===== src/rtl/acc_ctrl_pkg.sv =====
// Shared types and constants for the step/run accumulator controller.
package acc_ctrl_pkg;

  localparam int unsigned DEF_WIDTH = 7;
  localparam int unsigned DEF_CNT_W = 4;

  localparam logic OP_ADD = 1'b0;
  localparam logic OP_SUB = 1'b1;

  typedef enum logic [1:0] {
    IDLE = 2'd0,
    STEP = 2'd1,
    RUN  = 2'd2,
    DONE = 2'd3
  } state_t;

endpackage


===== src/rtl/acc_alu.sv =====
// Combinational accumulator ALU: add or reverse-subtract with carry/borrow.
// Define ACC_SATURATE_EN to clamp on overflow/borrow instead of wrapping.
module acc_alu
  import acc_ctrl_pkg::*;
#(
  parameter int unsigned WIDTH = DEF_WIDTH
) (
  input  logic [WIDTH-1:0] result,
  input  logic [WIDTH-1:0] operand,
  input  logic             op_sub,
  output logic [WIDTH-1:0] next_result,
  output logic             next_carry
);

  logic [WIDTH:0]   sum;
  logic [WIDTH-1:0] diff;
  logic             borrow;

  always_comb begin
    sum         = {1'b0, result} + {1'b0, operand};
    diff        = operand - result;
    borrow      = (operand < result);
    next_result = sum[WIDTH-1:0];
    next_carry  = sum[WIDTH];
    if (op_sub == OP_SUB) begin
      next_result = diff;
      next_carry  = borrow;
`ifdef ACC_SATURATE_EN
      if (borrow) next_result = '0;
`endif
    end else begin
`ifdef ACC_SATURATE_EN
      if (sum[WIDTH]) next_result = '1;
`endif
    end
  end

endmodule


===== src/rtl/acc_step_ctrl.sv =====
// Step/run accumulator controller: edge-triggered FSM driving acc_alu.
// Saturating arithmetic is selected with the ACC_SATURATE_EN macro.
module acc_step_ctrl
  import acc_ctrl_pkg::*;
#(
  parameter int unsigned WIDTH = DEF_WIDTH,
  parameter int unsigned CNT_W = DEF_CNT_W
) (
  input  logic             CLOCK_50,
  input  logic             reset,
  input  logic             step_in,
  input  logic             clear_n,
  input  logic             mode_run,
  input  logic [CNT_W-1:0] run_count,
  input  logic             op_sub,
  input  logic [WIDTH-1:0] operand,
  output logic [WIDTH-1:0] result,
  output logic             carry,
  output logic             busy,
  output logic             done
);

  state_t           state_q, state_d;
  logic [CNT_W-1:0] cnt_q, cnt_d;
  logic             step_q;
  logic             armed_q;
  logic             trigger;
  logic             op_en;
  logic [WIDTH-1:0] alu_result;
  logic             alu_carry;

  // armed_q masks the first cycle after reset so a held-high button cannot trigger
  assign trigger = armed_q & step_in & ~step_q;

  acc_alu #(.WIDTH(WIDTH)) u_alu (
    .result      (result),
    .operand     (operand),
    .op_sub      (op_sub),
    .next_result (alu_result),
    .next_carry  (alu_carry)
  );

  always_comb begin
    state_d = state_q;
    cnt_d   = cnt_q;
    op_en   = 1'b0;
    case (state_q)
      IDLE: begin
        if (trigger) begin
          if (!mode_run) begin
            state_d = STEP;
          end else if (run_count != '0) begin
            state_d = RUN;
            cnt_d   = run_count;
          end else begin
            state_d = DONE;
          end
        end
      end
      STEP: begin
        op_en   = 1'b1;
        state_d = DONE;
      end
      RUN: begin
        op_en = 1'b1;
        cnt_d = cnt_q - CNT_W'(1);
        if (cnt_q == CNT_W'(1)) state_d = DONE;
      end
      DONE:    state_d = IDLE;
      default: state_d = IDLE;
    endcase
    // clear aborts everything, including a simultaneous trigger
    if (!clear_n) begin
      state_d = IDLE;
      cnt_d   = '0;
      op_en   = 1'b0;
    end
  end

  always_ff @(posedge CLOCK_50) begin
    if (reset) begin
      state_q <= IDLE;
      cnt_q   <= '0;
      step_q  <= 1'b0;
      armed_q <= 1'b0;
      result  <= '0;
      carry   <= 1'b0;
      busy    <= 1'b0;
      done    <= 1'b0;
    end else begin
      state_q <= state_d;
      cnt_q   <= cnt_d;
      step_q  <= step_in;
      armed_q <= 1'b1;
      busy    <= (state_d == STEP) || (state_d == RUN);
      done    <= (state_d == DONE);
      if (!clear_n) begin
        result <= '0;
        carry  <= 1'b0;
      end else if (op_en) begin
        result <= alu_result;
        carry  <= alu_carry;
      end
    end
  end

endmodule

===== config.mk =====
export PLATFORM = sky130hd
export DESIGN_NAME = acc_step_ctrl
export DESIGN_NICKNAME = d
export VERILOG_FILES = /design/src/rtl/acc_ctrl_pkg.sv /design/src/rtl/acc_alu.sv /design/src/rtl/acc_step_ctrl.sv
export SDC_FILE = /design/constraint.sdc
export NUM_CORES = 1
export LEC_CHECK = 0
export ABC_CLOCK_PERIOD_IN_PS = 1800
export BUFFER_PORTS_ARGS = -buffer_cell sky130_fd_sc_hd__buf_2
export CAP_MARGIN = 20
export CORE_UTILIZATION = 50
export CTS_CLUSTER_SIZE = 25
export DETAILED_ROUTE_END_ITERATION = 8
export PLACE_DENSITY_LB_ADDON = 0.08
export SLEW_MARGIN = 10
export SYNTH_ARGS = -nofsm -noshare
export SYNTH_HDL_FRONTEND = slang
export SYNTH_SLANG_ARGS = --single-unit

===== constraint.sdc =====
create_clock -name CLOCK_50 -period 1.8 [get_ports CLOCK_50]
set_input_delay 0.09 -clock CLOCK_50 [delete_from_list [all_inputs] [get_ports CLOCK_50]]
set_output_delay 0.09 -clock CLOCK_50 [all_outputs]
set_load 0.1 [all_outputs]

# Word-level counts from Yosys, hierarchy flattened
# Index checks and enable logic that the tools add are counted.
[totals]
wordCells = 48
in_bits = 17
out_inout_bits = 10
reg_bits = 18
[classes]
order_cmp = 1
addsub = 3
n_mux = 15
bitwise_logic = 4
eq_ne = 10
reduce_logical = 7
[op_table]
columns = ["cell", "n"]
rows = [
  ["$mux 4", 3],
  ["$add 7x7->8", 1],
  ["$eq 2x2->1 const B", 4],
  ["$mux 2", 4],
  ["$pmux 2 s4", 1],
  ["$pmux 4 s2", 1],
  ["$lt 7x7->1", 1],
  ["$mux 7", 1],
  ["$sub 7x7->7", 1],
  ["$ne 2x2->1 const B", 3],
  ["$mux 1", 5],
  ["$eq 2x1->1 const B", 2],
  ["$eq 4x1->1 const B", 1],
  ["$reduce_and 4->1", 1],
  ["$reduce_bool 4->1", 1],
  ["$reduce_or 2->1", 2],
  ["$sub 4x1->4 const B", 1],
  ["$and 1x1->1", 2],
  ["$logic_not 2->1", 1],
  ["$not 1->1", 2],
  ["$reduce_bool 2->1", 1],
  ["$logic_or 1x1->1", 1],
]

# Longest topological paths before layout
[logic_depth]
word_depth = 8
depth_mapped = 9
depth_no_buf = 9

# Cells and area by module
# Synthesis repeated with hierarchy kept, for this count alone.
[hier_totals]
cells_unflattened = 176
area_unflattened_um2 = 1473.9
[modules_own_cells]
columns = ["mod", "cells_per_inst", "area_per_inst_um2", "n_inst", "seq_area_each_um2"]
rows = [
  ["acc_step_ctrl", 102, 920.9, 1, 360.3],
  ["acc_alu", 74, 553.0, 1, 0.0],
]

# Worst setup path after synthesis
# Ideal clock, no wire load.
[synth_timing]
path_kind = "register to register"
startpoint = "register result[1]"
endpoint = "register result[5]"
setup_slack_ps = -783
t_required_ps = 1673
path_stages_with_launch = 8
synth_period_minus_slack_ps = 2583
setup_ps = 127
arrival_ps = 2457
n_path_buf = 0
path_cell_list = "dfxtp_1 inv_1 ha_1 nand2b_4 a2111oi_4 a211oi_2 a2111oi_4 nor3b_2"
[synth_via]
elab_chain_len = 2
elab_cells_between_ends = 3
classes_between = "add/sub (2); mux (1)"
[synth_lines]
columns = ["item", "line", "text"]
rows = [
  ["start, declared", "acc_step_ctrl.sv:17", "output logic [WIDTH-1:0] result,"],
  ["start signal, assigned", "acc_step_ctrl.sv:101", "result <= alu_result;"],
  ["$add 7x7->8 / $sub 7x7->7 (equally long branches)", "acc_alu.sv:20, acc_alu.sv:21", ""],
  ["$mux 7 (*)", "acc_alu.sv:25", "if (op_sub == OP_SUB) begin"],
]
# Every way passes the cells marked *; elsewhere a longest branch is shown, timed or not.
# A chain may end at the register's enable or synchronous reset.

# Final worst setup path
[layout_timing]
startpoint = "register result[0]"
endpoint = "register result[4]"
# The elaborated chain is that of the path after synthesis.

==> flow_summary.json <==
{
  "slowest_stage": "dfxtp_4",
  "cts_setup_buffers": 0,
  "core_mm2": 0.00285,
  "antenna_found_initial": 0,
  "max_cap_viol_count": 0,
  "initial_core_util_pct": 54.3,
  "avgSynthCellArea_um2": 8.43,
  "avgViaCountPerCell": 5.83,
  "final_core_util_pct": 64.6,
  "cts_tree": "built",
  "crit_fanout": 4,
  "syn_nets": 223,
  "worstReg2RegStart": "result[0]$_SDFFE_PP0P_",
  "grt_pass1_wl_mm": 5.89,
  "final-setup-viol-count": 1,
  "nNetsFinal": 250,
  "fmax_mhz": 555,
  "rsz0062_at_grt": "true",
  "maxSlewViolCount": 0,
  "cts_hold_repair.buffers": 0,
  "crit_path_end_kind": "flop",
  "critical_path_arrival_ns": 2.01,
  "first_global_vias": 1333,
  "drtPass1Iterations": 6,
  "antennaDiodeCount": 0,
  "place_congestion": 0.864,
  "cp.required_ns": 2.01,
  "gr-usage-all-layers_pct": 22.5,
  "critical_path.max_stage_delay_ns": 0.38,
  "syn_inst": 184,
  "ys_warn_count": 0,
  "vdd_ir_drop_max_v": 0.000497,
  "ys_types": 48,
  "dp_slack_ns": -0.0160,
  "drtIter0Drc": 52,
  "hold_class": "input pin to flop",
  "setup_tns_ns": -0.00254,
  "wire_per_inst_um": 14.1,
  "grt_max_degree": 20,
  "area_growth_pct": 19.0,
  "synth_area_leaders": "dfxtp_1 (23%), ha_1 (16%), inv_1 (5.1%)",
  "clock_path_buffers": 2,
  "num_vias": 1404,
  "root_buffer": "clkbuf_4",
  "hold_violations": 0,
  "timing_worst_slew_pin_value_ns": 0.496,
  "drive_gt1_share_pct": 30.5,
  "n_fill_cell": 247,
  "totalWireLength_mm": 3.39,
  "regToRegSetupSlack_ns": -0.003,
  "criticalPathCategory": "flop to flop",
  "dieArea_mm2": 0.00333,
  "finClkSkew_ns": 0.00839,
  "layout_setup_ws_ns": -0.00254,
  "violations": "DRC, setup timing",
  "relSlewSlack_pct": 67.2,
  "synth_top_area_share_pct": 23.2,
  "ys_seq_area_share_pct": 23.2,
  "clkTransAtPathRegs_ns": 0.11,
  "hpwl_mm": 2.65,
  "hp-start": "step_in",
  "status": "finished, violations left",
  "io_buffers": 26,
  "die_height_um": 57.7,
  "yosys.area.top_type": "dfxtp_1",
  "crit_path_cell_trace": "ha_4 > fa_2 > nor2b_4 > o31ai_2 > o221ai_1 > xor2_1 > a211oi_1",
  "whs_endpoint": "step_q$_SDFF_PP0_",
  "p_per_area_mw_per_mm2": 554,
  "period_minus_slack_ns": 1.80,
  "async_flop_share_pct": 0,
  "grt_overflow": 0,
  "synth_ff_type": "dfxtp_1",
  "synth_edf_count": 0,
  "numCtsBuffers": 3,
  "pwr-share-clk_pct": 24.9,
  "synth_area_mm2": 0.00155,
  "power_leakage_uw": 0.000770,
  "combPwrFrac_pct": 34.0,
  "worstHoldPathCells": 2,
  "r2r-end": "result[4]$_SDFFE_PP0P_",
  "die_x_um": 57.7,
  "clock_sinks": 18,
  "antenna_left": 0,
  "r2r.worst_path.cells": 7,
  "p_sw_share_pct": 35.8,
  "instances_no_fill": 241,
  "switchingPower_uw": 365,
  "ios": 27,
  "post-route-period-util_pct": 100,
  "drc": 2,
  "seqPwrFrac_pct": 41.1,
  "clk_latency_ns": 0.29,
  "cp-start-kind": "flop",
  "synth_seq_cells": 18,
  "htreeDepth": 1,
  "placedCellCount": 237,
  "p_int_uw": 656,
  "num_rows": 19
}
how the worst max path moves through the flow:
| stage | from | endpoint | slack (ns) | cells after the start |
|---|---|---|---|---|
| 3_5_place_dp | result[0]$_SDFFE_PP0P_ | result[4]$_SDFFE_PP0P_ | -0.02 | 7 |
| 6_report | result[0]$_SDFFE_PP0P_ | result[4]$_SDFFE_PP0P_ | -0.003 | 7 |
| 4_1_cts | result[0]$_SDFFE_PP0P_ | result[4]$_SDFFE_PP0P_ | -0.03 | 7 |
| 2_1_floorplan | result[2]$_SDFFE_PP0P_ | result[5]$_SDFFE_PP0P_ | -0.07 | 8 |
| 3_3_place_gp | result[0]$_SDFFE_PP0P_ | result[4]$_SDFFE_PP0P_ | 0.02 | 7 |
| 5_1_grt | result[0]$_SDFFE_PP0P_ | result[4]$_SDFFE_PP0P_ | -0.19 | 7 |
final cells by class:
class                      count  area [µm²]  area share (%)
timing repair buffer          30         160            8.68
multi-input combinational    137        1140            62.0
inverter                      21        78.8            4.27
tap                           31        38.8            2.10
clock buffer                   4        36.3            1.97
sequential                    18         387            21.0
worst max-delay path: cells and delay by family (launching register included):
family / cells / cell delay, ns
xor gates and xnor gates: 1 / 0.16
adders and majority gates: 2 / 0.52
and+or+nand+nor: 1 / 0.15
AOI/OAI and AO/OA: 3 / 0.52
DFF: 1 / 0.38
timing repair:
action	CTS	global route
resized for setup	0	5
setup endpoints to repair	1	4
pin swaps	2	2
per-layer routing:
layer  GRT usage, %  up-vias  part of all wire (%)
li1               -      698                     -
met1           29.9      653                    46
met2           37.9       47                    47
met3           4.69        6                   5.2
met4           5.10        0                  0.97
met5              0        -                     0
cell usage after synthesis (3+ instances only):
cell type / count
dfxtp_1: 18
o21ai_0: 12
nand2_1: 13
nor2_1: 13
mux2i_1: 4
o21ai_1: 3
a21oi_1: 11
clkbuf_1: 3
inv_1: 21
ha_1: 20
buf_2: 4
nor3_1: 3
a211oi_1: 4
and2_1: 4
nor2b_1: 7
nand4_1: 3
o22ai_1: 3
cells by family (layout without fill, tap and decap cells):
family,after synthesis,count (layout),share of synthesized area (%)
and+or+nand+nor,56,56,19.9
AOI/OAI and AO/OA,51,51,24.5
buffers and inverters,29,55,7.83
adders and majority gates,22,22,18.7
DFF,18,18,23.2
muxes,5,5,4.04
xor gates and xnor gates,3,3,1.70
sequential cells by signal, summed over array words and instances (netlist names):
register and flops:
result 7, carry 1, armed_q 1, cnt_q 4
step_q 1, busy 1, done 1, state_q 2
power groups by stage:
stage | clock network [µW] | registers (µW) | logic [µW]
after floorplan | 0 | 490 | 198
after global placement | 0 | 428 | 332
after detailed placement | 0 | 429 | 338
after CTS | 266 | 420 | 341
after global routing | 285 | 423 | 381
final | 255 | 420 | 347
metrics by stage:
stage	cell area (µm²)	power (µW)	hold WS (ns)
final	1840	1020	0.0207
after global placement	1790	760	0.321
after global routing	1840	1090	0.00783
after floorplan	1650	688	0.162
after detailed placement	1790	767	0.330
after CTS	1830	1030	0.0170
placed cells by master, fill, tap and decap left out, types with 6 or more instances in the layout:
master | netlist | final
dfxtp_1 | 18 | 11
o21ai_0 | 12 | 12
dfxtp_4 | 0 | 7
buf_2 | 4 | 26
nor2_1 | 13 | 13
a21oi_1 | 11 | 10
nor2b_1 | 7 | 6
inv_1 | 21 | 17
nand2_1 | 13 | 13
ha_1 | 20 | 14
(Power assumes the default switching activity.)
